`src/rtl/axi_pkg.sv`:
```
// Shared AXI encodings and helpers for the AXI4 / AXI4-lite converters.
package axi_pkg;

    localparam logic [1:0] BURST_FIXED = 2'b00;
    localparam logic [1:0] BURST_INCR  = 2'b01;
    localparam logic [1:0] BURST_WRAP  = 2'b10;

    localparam logic [1:0] RESP_OKAY   = 2'b00;
    localparam logic [1:0] RESP_EXOKAY = 2'b01;
    localparam logic [1:0] RESP_SLVERR = 2'b10;
    localparam logic [1:0] RESP_DECERR = 2'b11;

    typedef enum logic [1:0] {
        StIdle,
        StData,
        StResp
    } wr_state_e;

    // Beats wider than the bus are treated as full-width beats.
    function automatic logic [2:0] clamp_size(input logic [2:0] size, input logic [2:0] max_size);
        return (size > max_size) ? max_size : size;
    endfunction

endpackage

```
`src/rtl/axi_addr_next.sv`:
```
// Combinational next-beat address for AXI4 FIXED / INCR / WRAP bursts.
// WRAP is honoured only when AXI_AXIL_ADAPTER_WR_WRAP_EN is defined; otherwise it behaves as INCR.
module axi_addr_next
    import axi_pkg::*;
#(
    parameter int ADDR_WIDTH = 32
) (
    input  logic [ADDR_WIDTH-1:0] addr,
    input  logic [2:0]            size,
    input  logic [7:0]            len,
    input  logic [1:0]            burst,
    output logic [ADDR_WIDTH-1:0] next_addr
);

    logic [ADDR_WIDTH-1:0] step;
    logic [ADDR_WIDTH-1:0] aligned;
    logic [ADDR_WIDTH-1:0] incr_addr;

    assign step      = ADDR_WIDTH'(1) << size;
    assign aligned   = addr & ~(step - ADDR_WIDTH'(1));
    assign incr_addr = aligned + step;

`ifdef AXI_AXIL_ADAPTER_WR_WRAP_EN
    logic                  wrap_legal;
    logic [ADDR_WIDTH-1:0] wrap_mask;

    assign wrap_legal = (len == 8'd1) || (len == 8'd3) || (len == 8'd7) || (len == 8'd15);
    // Bits below log2((len+1) << size) wrap inside the boundary-aligned window.
    assign wrap_mask  = ((ADDR_WIDTH'(len) + ADDR_WIDTH'(1)) << size) - ADDR_WIDTH'(1);
`else
    logic unused_len;
    assign unused_len = ^len;
`endif

    always_comb begin
        next_addr = incr_addr;
        if (burst == BURST_FIXED) begin
            next_addr = addr;
        end
`ifdef AXI_AXIL_ADAPTER_WR_WRAP_EN
        else if ((burst == BURST_WRAP) && wrap_legal) begin
            next_addr = (addr & ~wrap_mask) | (incr_addr & wrap_mask);
        end
`endif
    end

endmodule

```
`src/rtl/axi_axil_adapter_wr.sv`:
```
// AXI4 write burst to sequential AXI4-lite single writes, one aggregated B per burst.
// Define AXI_AXIL_ADAPTER_WR_WRAP_EN to support WRAP; otherwise WRAP is drained and answered SLVERR.
module axi_axil_adapter_wr
    import axi_pkg::*;
#(
    parameter int ADDR_WIDTH = 32,
    parameter int DATA_WIDTH = 32,
    parameter int STRB_WIDTH = DATA_WIDTH / 8,
    parameter int ID_WIDTH   = 8
) (
    input  logic                  clk,
    input  logic                  rst_n,

    input  logic [ID_WIDTH-1:0]   s_axi_awid,
    input  logic [ADDR_WIDTH-1:0] s_axi_awaddr,
    input  logic [7:0]            s_axi_awlen,
    input  logic [2:0]            s_axi_awsize,
    input  logic [1:0]            s_axi_awburst,
    input  logic [2:0]            s_axi_awprot,
    input  logic                  s_axi_awvalid,
    output logic                  s_axi_awready,
    input  logic [DATA_WIDTH-1:0] s_axi_wdata,
    input  logic [STRB_WIDTH-1:0] s_axi_wstrb,
    input  logic                  s_axi_wlast,
    input  logic                  s_axi_wvalid,
    output logic                  s_axi_wready,
    output logic [ID_WIDTH-1:0]   s_axi_bid,
    output logic [1:0]            s_axi_bresp,
    output logic                  s_axi_bvalid,
    input  logic                  s_axi_bready,

    output logic [ADDR_WIDTH-1:0] m_axil_awaddr,
    output logic [2:0]            m_axil_awprot,
    output logic                  m_axil_awvalid,
    input  logic                  m_axil_awready,
    output logic [DATA_WIDTH-1:0] m_axil_wdata,
    output logic [STRB_WIDTH-1:0] m_axil_wstrb,
    output logic                  m_axil_wvalid,
    input  logic                  m_axil_wready,
    input  logic [1:0]            m_axil_bresp,
    input  logic                  m_axil_bvalid,
    output logic                  m_axil_bready
);

    localparam logic [2:0] SIZE_MAX = 3'($clog2(STRB_WIDTH));

    wr_state_e             state_q, state_d;
    logic [ID_WIDTH-1:0]   id_q, id_d;
    logic [ADDR_WIDTH-1:0] addr_q, addr_d;
    logic [7:0]            len_q, len_d;
    logic [2:0]            size_q, size_d;
    logic [1:0]            burst_q, burst_d;
    logic [7:0]            beat_cnt_q, beat_cnt_d;
    logic [1:0]            resp_acc_q, resp_acc_d;
    logic                  drop_q, drop_d;

    logic                  awready_q, awready_d;
    logic                  wready_q, wready_d;
    logic                  bvalid_q, bvalid_d;
    logic [ID_WIDTH-1:0]   bid_q, bid_d;
    logic [1:0]            bresp_q, bresp_d;
    logic [ADDR_WIDTH-1:0] m_awaddr_q, m_awaddr_d;
    logic [2:0]            m_awprot_q, m_awprot_d;
    logic                  m_awvalid_q, m_awvalid_d;
    logic [DATA_WIDTH-1:0] m_wdata_q, m_wdata_d;
    logic [STRB_WIDTH-1:0] m_wstrb_q, m_wstrb_d;
    logic                  m_wvalid_q, m_wvalid_d;
    logic                  m_bready_q, m_bready_d;

    logic [ADDR_WIDTH-1:0] next_addr;
    logic [1:0]            resp_next;
    logic                  drop_new;
    logic                  unused_wlast;

    // Beat count comes from awlen alone.
    assign unused_wlast = s_axi_wlast;

`ifdef AXI_AXIL_ADAPTER_WR_WRAP_EN
    assign drop_new = 1'b0;
`else
    assign drop_new = (s_axi_awburst == BURST_WRAP);
`endif

    axi_addr_next #(
        .ADDR_WIDTH (ADDR_WIDTH)
    ) u_addr_next (
        .addr      (addr_q),
        .size      (size_q),
        .len       (len_q),
        .burst     (burst_q),
        .next_addr (next_addr)
    );

    always_comb begin
        state_d     = state_q;
        id_d        = id_q;
        addr_d      = addr_q;
        len_d       = len_q;
        size_d      = size_q;
        burst_d     = burst_q;
        beat_cnt_d  = beat_cnt_q;
        resp_acc_d  = resp_acc_q;
        drop_d      = drop_q;
        awready_d   = awready_q;
        wready_d    = wready_q;
        bid_d       = bid_q;
        bresp_d     = bresp_q;
        m_awaddr_d  = m_awaddr_q;
        m_awprot_d  = m_awprot_q;
        m_wdata_d   = m_wdata_q;
        m_wstrb_d   = m_wstrb_q;
        m_bready_d  = m_bready_q;
        resp_next   = resp_acc_q;
        m_awvalid_d = m_awvalid_q && !m_axil_awready;
        m_wvalid_d  = m_wvalid_q && !m_axil_wready;
        bvalid_d    = bvalid_q && !s_axi_bready;

        unique case (state_q)
            StIdle: begin
                // Hold off a new burst while the previous B is still unaccepted.
                awready_d = !m_awvalid_d && !bvalid_d;
                if (s_axi_awvalid && awready_q) begin
                    awready_d  = 1'b0;
                    id_d       = s_axi_awid;
                    addr_d     = s_axi_awaddr;
                    len_d      = s_axi_awlen;
                    size_d     = clamp_size(s_axi_awsize, SIZE_MAX);
                    burst_d    = s_axi_awburst;
                    beat_cnt_d = s_axi_awlen;
                    drop_d     = drop_new;
                    resp_acc_d = drop_new ? RESP_SLVERR : RESP_OKAY;
                    m_awprot_d = s_axi_awprot;
                    if (!drop_new) begin
                        m_awaddr_d  = s_axi_awaddr;
                        m_awvalid_d = 1'b1;
                    end
                    wready_d = !m_wvalid_d;
                    state_d  = StData;
                end
            end
            StData: begin
                if (s_axi_wvalid && wready_q) begin
                    wready_d = 1'b0;
                    if (!drop_q) begin
                        m_wdata_d  = s_axi_wdata;
                        m_wstrb_d  = s_axi_wstrb;
                        m_wvalid_d = 1'b1;
                        m_bready_d = !bvalid_d;
                    end
                    state_d = StResp;
                end else begin
                    wready_d = !m_wvalid_d;
                end
            end
            StResp: begin
                // Dropped bursts complete each beat without touching the lite side.
                if (drop_q || (m_axil_bvalid && m_bready_q)) begin
                    m_bready_d = 1'b0;
                    if (!drop_q && (resp_acc_q == RESP_OKAY)) begin
                        resp_next = m_axil_bresp;
                    end
                    resp_acc_d = resp_next;
                    if (beat_cnt_q == 8'd0) begin
                        bvalid_d = 1'b1;
                        bid_d    = id_q;
                        bresp_d  = resp_next;
                        state_d  = StIdle;
                    end else begin
                        beat_cnt_d = beat_cnt_q - 8'd1;
                        addr_d     = next_addr;
                        if (!drop_q) begin
                            m_awaddr_d  = next_addr;
                            m_awvalid_d = 1'b1;
                        end
                        wready_d = !m_wvalid_d;
                        state_d  = StData;
                    end
                end
            end
            default: begin
                state_d = StIdle;
            end
        endcase
    end

    always_ff @(posedge clk or negedge rst_n) begin
        if (!rst_n) begin
            state_q     <= StIdle;
            id_q        <= '0;
            addr_q      <= '0;
            len_q       <= '0;
            size_q      <= '0;
            burst_q     <= '0;
            beat_cnt_q  <= '0;
            resp_acc_q  <= RESP_OKAY;
            drop_q      <= 1'b0;
            awready_q   <= 1'b0;
            wready_q    <= 1'b0;
            bvalid_q    <= 1'b0;
            bid_q       <= '0;
            bresp_q     <= '0;
            m_awaddr_q  <= '0;
            m_awprot_q  <= '0;
            m_awvalid_q <= 1'b0;
            m_wdata_q   <= '0;
            m_wstrb_q   <= '0;
            m_wvalid_q  <= 1'b0;
            m_bready_q  <= 1'b0;
        end else begin
            state_q     <= state_d;
            id_q        <= id_d;
            addr_q      <= addr_d;
            len_q       <= len_d;
            size_q      <= size_d;
            burst_q     <= burst_d;
            beat_cnt_q  <= beat_cnt_d;
            resp_acc_q  <= resp_acc_d;
            drop_q      <= drop_d;
            awready_q   <= awready_d;
            wready_q    <= wready_d;
            bvalid_q    <= bvalid_d;
            bid_q       <= bid_d;
            bresp_q     <= bresp_d;
            m_awaddr_q  <= m_awaddr_d;
            m_awprot_q  <= m_awprot_d;
            m_awvalid_q <= m_awvalid_d;
            m_wdata_q   <= m_wdata_d;
            m_wstrb_q   <= m_wstrb_d;
            m_wvalid_q  <= m_wvalid_d;
            m_bready_q  <= m_bready_d;
        end
    end

    assign s_axi_awready  = awready_q;
    assign s_axi_wready   = wready_q;
    assign s_axi_bvalid   = bvalid_q;
    assign s_axi_bid      = bid_q;
    assign s_axi_bresp    = bresp_q;
    assign m_axil_awaddr  = m_awaddr_q;
    assign m_axil_awprot  = m_awprot_q;
    assign m_axil_awvalid = m_awvalid_q;
    assign m_axil_wdata   = m_wdata_q;
    assign m_axil_wstrb   = m_wstrb_q;
    assign m_axil_wvalid  = m_wvalid_q;
    assign m_axil_bready  = m_bready_q;

endmodule
```
`config.mk`:
```
export PLATFORM = sky130hd
export DESIGN_NAME = axi_axil_adapter_wr
export DESIGN_NICKNAME = d
export VERILOG_FILES = /design/src/rtl/axi_pkg.sv /design/src/rtl/axi_addr_next.sv /design/src/rtl/axi_axil_adapter_wr.sv
export SDC_FILE = /design/constraint.sdc
export NUM_CORES = 1
export LEC_CHECK = 0
export CAP_MARGIN = 15
export CELL_PAD_IN_SITES_DETAIL_PLACEMENT = 1
export CELL_PAD_IN_SITES_GLOBAL_PLACEMENT = 1
export CORE_AREA = 4 4 107 210
export CTS_BUF_LIST = sky130_fd_sc_hd__clkbuf_16
export DETAILED_ROUTE_END_ITERATION = 10
export DIE_AREA = 0 0 111 214
export PLACE_DENSITY_LB_ADDON = 0.1
export SYNTH_ARGS = -nofsm -noshare
export SYNTH_HDL_FRONTEND = slang
export SYNTH_SLANG_ARGS = --single-unit
export TNS_END_PERCENT = 10
```
`constraint.sdc`:
```
create_clock -name clk -period 3.9 [get_ports clk]
set_input_delay 0.585 -clock clk [delete_from_list [all_inputs] [get_ports clk]]
set_output_delay 0.585 -clock clk [all_outputs]
set_load 0.02 [all_outputs]
```
Yosys cells after proc, flatten, opt, wreduce, memory -nomap -nowiden
Cells that the tools add are included.
{"block": "word_totals", "elab_cells": 118, "register_bits": 145, "input_bits": 103, "out_inout_bits": 87}
{"block": "classes", "muxes": 48, "bitwise_logic": 3, "reduce_logical": 32, "shifts": 1, "magnitude_cmp": 1, "n_addsub": 3, "eq_ne": 10}
{"cell": "32-bit two-way mux", "n": 9}
{"cell": "32-bit one-hot mux with 2 select lines", "n": 2}
{"cell": "32-bit adder", "n": 1}
{"cell": "32-bit bitwise AND", "n": 1}
{"cell": "32-bit NOT", "n": 1}
{"cell": "1-bit by 3-bit << shifter with 32-bit output (first input constant)", "n": 1}
{"cell": "32-bit by 1-bit subtractor with 32-bit output (second input constant)", "n": 1}
{"cell": "8-bit two-way mux", "n": 3}
{"cell": "1-bit two-way mux", "n": 20}
{"cell": "8-bit one-hot mux with 2 select lines", "n": 1}
{"cell": "2-bit two-way mux", "n": 7}
{"cell": "2-bit inequality test (second input constant)", "n": 7}
{"cell": "3-bit AND reduction", "n": 4}
{"cell": "4-bit AND reduction", "n": 3}
{"cell": "1-bit logical AND", "n": 8}
{"cell": "8-bit zero test", "n": 1}
{"cell": "8-bit by 1-bit subtractor with 8-bit output (second input constant)", "n": 1}
{"cell": "1-bit zero test", "n": 7}
{"cell": "2-bit zero test", "n": 3}
{"cell": "2-bit one-hot mux with 3 select lines", "n": 1}
{"cell": "6-bit AND reduction", "n": 1}
{"cell": "2-bit equality test (second input constant)", "n": 2}
{"cell": "1-bit one-hot mux with 2 select lines", "n": 2}
{"cell": "2-bit one-hot mux with 2 select lines", "n": 1}
{"cell": "9 further kinds", "n": 10}

Logic depth before layout (Yosys ltp)
{"block": "logic_depth", "word_depth": 10, "depth_mapped": 14}

Cells and area by module
From an unflattened synthesis, not the netlist that was laid out.
{"block": "hier_totals", "hier_cells": 737, "area_unflattened_um2": 7732.4}
{"module": "axi_axil_adapter_wr", "seq_area_each_um2": 3828.7, "instances": 1, "cells_per_inst": 542, "area_per_inst_um2": 6488.7}
{"module": "axi_addr_next", "seq_area_each_um2": 0.0, "instances": 1, "cells_per_inst": 195, "area_per_inst_um2": 1243.7}

Worst setup path after synthesis
OpenSTA, ideal clock, no wires.
{"block": "synth_timing", "path_kind": "register -> register", "startpoint": "register size_q[0]", "endpoint": "register addr_q[31]", "arrival_time_ps": 2834, "t_required_ps": 3814, "path_slack_ps": 980, "stages_incl_launch_ff": 15, "n_path_buf": 2, "cell_sequence": "dfrtp_1 > buf_6 > inv_1 > nor2_1 > inv_1 > ha_1 > and2_1 > ha_1 > inv_1 > nor2_1 > o221ai_2 > buf_6 > a211o_1 > a211o_1 > a32oi_1"}
{"block": "synth_between", "elab_chain_cells": 9}
{"item": "start, declared", "line_no": "axi_axil_adapter_wr.sv:51", "source": "logic [2:0] size_q, size_d;"}
{"item": "start signal, assigned", "line_no": "axi_axil_adapter_wr.sv:214", "source": "size_q <= size_d;"}
{"item": "1-bit by 3-bit << shifter with 32-bit output *", "line_no": "axi_addr_next.sv:19", "source": "assign step = ADDR_WIDTH'(1) << size;"}
{"item": "32-bit by 1-bit subtractor with 32-bit output", "line_no": "axi_addr_next.sv:20", "source": "assign aligned = addr & ~(step - ADDR_WIDTH'(1));"}
{"item": "32-bit NOT", "line_no": "axi_addr_next.sv:20"}
{"item": "32-bit bitwise AND", "line_no": "axi_addr_next.sv:20"}
{"item": "32-bit adder *", "line_no": "axi_addr_next.sv:21", "source": "assign incr_addr = aligned + step;"}
{"item": "32-bit two-way mux *", "line_no": "axi_addr_next.sv:37", "source": "if (burst == BURST_FIXED) begin"}
{"item": "32-bit two-way mux *", "line_no": "axi_axil_adapter_wr.sv:163", "source": "if (beat_cnt_q == 8'd0) begin"}
{"item": "32-bit two-way mux *", "line_no": "axi_axil_adapter_wr.sv:157", "source": "if (drop_q || (m_axil_bvalid && m_bready_q)) begin"}
{"item": "32-bit one-hot mux with 2 select lines *", "line_no": "axi_axil_adapter_wr.sv:118", "source": "unique case (state_q)"}
{"item": "end signal, assigned", "line_no": "axi_axil_adapter_wr.sv:212", "source": "addr_q <= addr_d;"}
{"item": "end, declared", "line_no": "axi_axil_adapter_wr.sv:49", "source": "logic [ADDR_WIDTH-1:0] addr_q, addr_d;"}
Every way passes the cells marked *; elsewhere a longest branch is shown, timed or not. The select of a mux whose other input is x is not followed.
A chain may end at the register's enable or synchronous reset.

Worst setup path in the final report
{"block": "layout_timing", "startpoint": "register size_q[2]", "endpoint": "register addr_q[25]"}
The elaborated chain is that of the path after synthesis.

==> out/metrics.cfg <==
[routing]
drc=0
wl_per_cell_um=21.6
met3_length_mm=1.48
detail-route-antenna-nets=0
routed.top_layer=met5
vias=6967
wl_met1_mm=8.88
drt_iter0_drc=348
wl_mm=26.8
vias_per_cell=5.61
wl_met2_mm=15.2
drt_pass1_iterations=4

[synth]
yosysTopAreaCellShare_pct=46.5
yosys_most_used_dff=dfrtp_1
syn_inst=785
synth_area_leader_cell=dfrtp_1
avgSynthCellArea_sq_um=9.93
yosys-top-cells-area=dfrtp_1 (47%), mux2_2 (8.8%), nand2_1 (5.0%)
ys_warn_count=0
synth_common_cells=dfrtp_1 (145), nand2_1 (103), mux2_2 (61), nor2_1 (58), o21ai_0 (42)
synth_fp_nets=893
netlist_area_sq_um=7800
async_flop_share_pct=100
synth.ff_latch_count=145
synth_cell_types=80
synth.yosys.seq_area_share_pct=46.5
synth.most_common_cell=dfrtp_1
synth_edf_count=0

[timing]
hold_viol=0
skew_ns=0.00957
max_slew_margin_pct=25.0
tns_ns=0
fin_crit_sh_pct=95.8
max_freq_mhz=268
fin_hold_ws_ns=0.178
rsz0062_at_grt=false
maxSlewViolCount=0
period_minus_slack_ns=3.74
worst_pin_slew_ns=1.12
finalSetupViolCount=0

[setup_path]
cp-start-kind=flop
worstPathMaxFanout=14
cp-end-kind=flop
worst-setup-path-type=flop to flop
arrival_ns=4.04
reg2reg_slack_ns=0.16
required_ns=4.21

[clock_network]
cts_sinks=145
cts_tree=done
path_clk_slew_ns=0.07
cts_inserted_buffers=17
clockBufferDepth=2
cts_resized=0
htree_levels=4
clockRootBuffer=clkbuf_16
cts_setup_buffers=0
clk-insertion-delay-late_ns=0.44
cts_hold_buffers=0

[power_and_ir_drop]
p_leak_nw=4.30
peakVddDrop_v=0.000423
power_density_nw_per_um2=836

[global_route]
grt_pass1_vias=8078
track_usage_pct=23.2
antenna_found_initial=1
grt_max_degree=90
grt.overflow.total=0
grt_pass1_wl_mm=43.4

[place]
numPortBuffers=188
gp_congestion=0.820
place.detailed.hpwl_mm=19.7

[floorplan]
dieArea_sq_um=23800
die_h_um=214
start_util_pct=37.3
die_x_um=111
pin_count=190
rows=75
core_area_sq_um=20900

[cells_and_area]
diodes=0
syn_to_final_growth_pct=35.6
final_layout_size_suffix_gt1_share_pct=15.7
final_nets=1067

[run_status]
status=finished, final reports clean

[min_path]
worstHoldPathType=primary input to asynchronous set/reset pin

[flow_run]
maxCapViolations=0

final timing paths:
check | startpoint | to | depth (start not counted)
worst max register to register | size_q[2] | addr_q[25] | 13
worst min-delay path | rst_n | m_axil_awaddr[5] | 1
max in group asynchronous | rst_n | s_axi_bvalid | 2
worst min register to register | m_axil_awaddr[3] | m_axil_awaddr[3] | 2
min in group clk | m_axil_awaddr[3] | m_axil_awaddr[3] | 2
worst max-delay path | size_q[2] | addr_q[25] | 13
power by group:
group,internal [mW],switching (mW)
registers,2.22,0.689
clock network,0.998,0.681
logic,1.91,2.34
total,5.13,3.71
critical path, stage by stage, from the launching register on:
cell	delay, ns
dfrtp_1	0.68
nand2_2	0.20
nor2_1	0.19
inv_1	0.07
ha_1	0.27
and2_1	0.14
ha_1	0.35
inv_1	0.10
nor2_1	0.14
o221ai_2	0.28
a211oi_1	0.56
buf_4	0.22
nor2_1	0.04
or3_1	0.37
sequential cells by signal, indices dropped and copies added, names as in the netlist:
name            cells
s_axi_bid           8
state_q             2
s_axi_bresp         2
m_axil_wvalid       1
s_axi_wready        1
addr_q             32
s_axi_awready       1
size_q              3
m_axil_bready       1
burst_q             2
s_axi_bvalid        1
drop_q              1
id_q                8
m_axil_awprot       3
resp_acc_q          2
m_axil_wdata       32
m_axil_awvalid      1
beat_cnt_q          8
m_axil_awaddr      32
m_axil_wstrb        4
final cells by class:
cell class / instances / area (sq um)
fill: 2300 / 10400
inverter: 24 / 90.1
clock buffer: 17 / 425
sequential: 145 / 3630
tap: 269 / 337
clock inverter: 15 / 168
timing repair buffer: 211 / 2070
multi-input combinational: 560 / 3850
per-stage QoR:
step | cell area, sq um | cells | power, mW | setup WS [ns] | util (%)
2_1_floorplan | 7800 | 785 | 5.35 | 0.980 | -
3_3_place_gp | 9980 | 1209 | 6.98 | 0.279 | 47.7
3_5_place_dp | 9980 | 1209 | 7.20 | 0.250 | 47.7
4_1_cts | 10600 | 1241 | 8.94 | 0.179 | 50.5
5_1_grt | 10600 | 1241 | 9.43 | 0.0129 | 50.5
6_report | 10600 | 1241 | 8.84 | 0.165 | 50.5
metal layers:
metal / GRT usage (%) / up-vias
met2: 44.5 / 196
met5: 0 / -
met4: 12.3 / 2
met3: 6.05 / 61
met1: 22.1 / 3509
li1: - / 3199
layout by cell type, fill, tap and decap left out, types with 6 or more instances in the layout:
master             n
a211o_1            7
a211oi_1           9
a211oi_2          13
a21oi_1           26
a2bb2oi_1          6
a31oi_1           15
and3_1            10
buf_4             22
clkbuf_16         17
clkdlybuf4s50_1  187
dfrtp_1          145
inv_1             23
mux2_2            61
mux2i_1           10
nand2_1          103
nand3_1           22
nand4_1            6
nor2_1            57
nor3_1            13
o21a_1             6
o21ai_0           42
o221ai_1          21
or3_1              8
xnor2_1           18
logic make-up after synthesis:
family          count (synthesis)  share of synthesized area (%)
compound gates                207                           20.5
buf+inv                        80                           4.30
xor+xnor                       21                           2.36
simple gates                  256                           15.4
fa+ha+maj                       5                          0.802
flops                         145                           46.5
mux                            71                           10.1
Note: power is estimated with default switching activity, not from simulation.
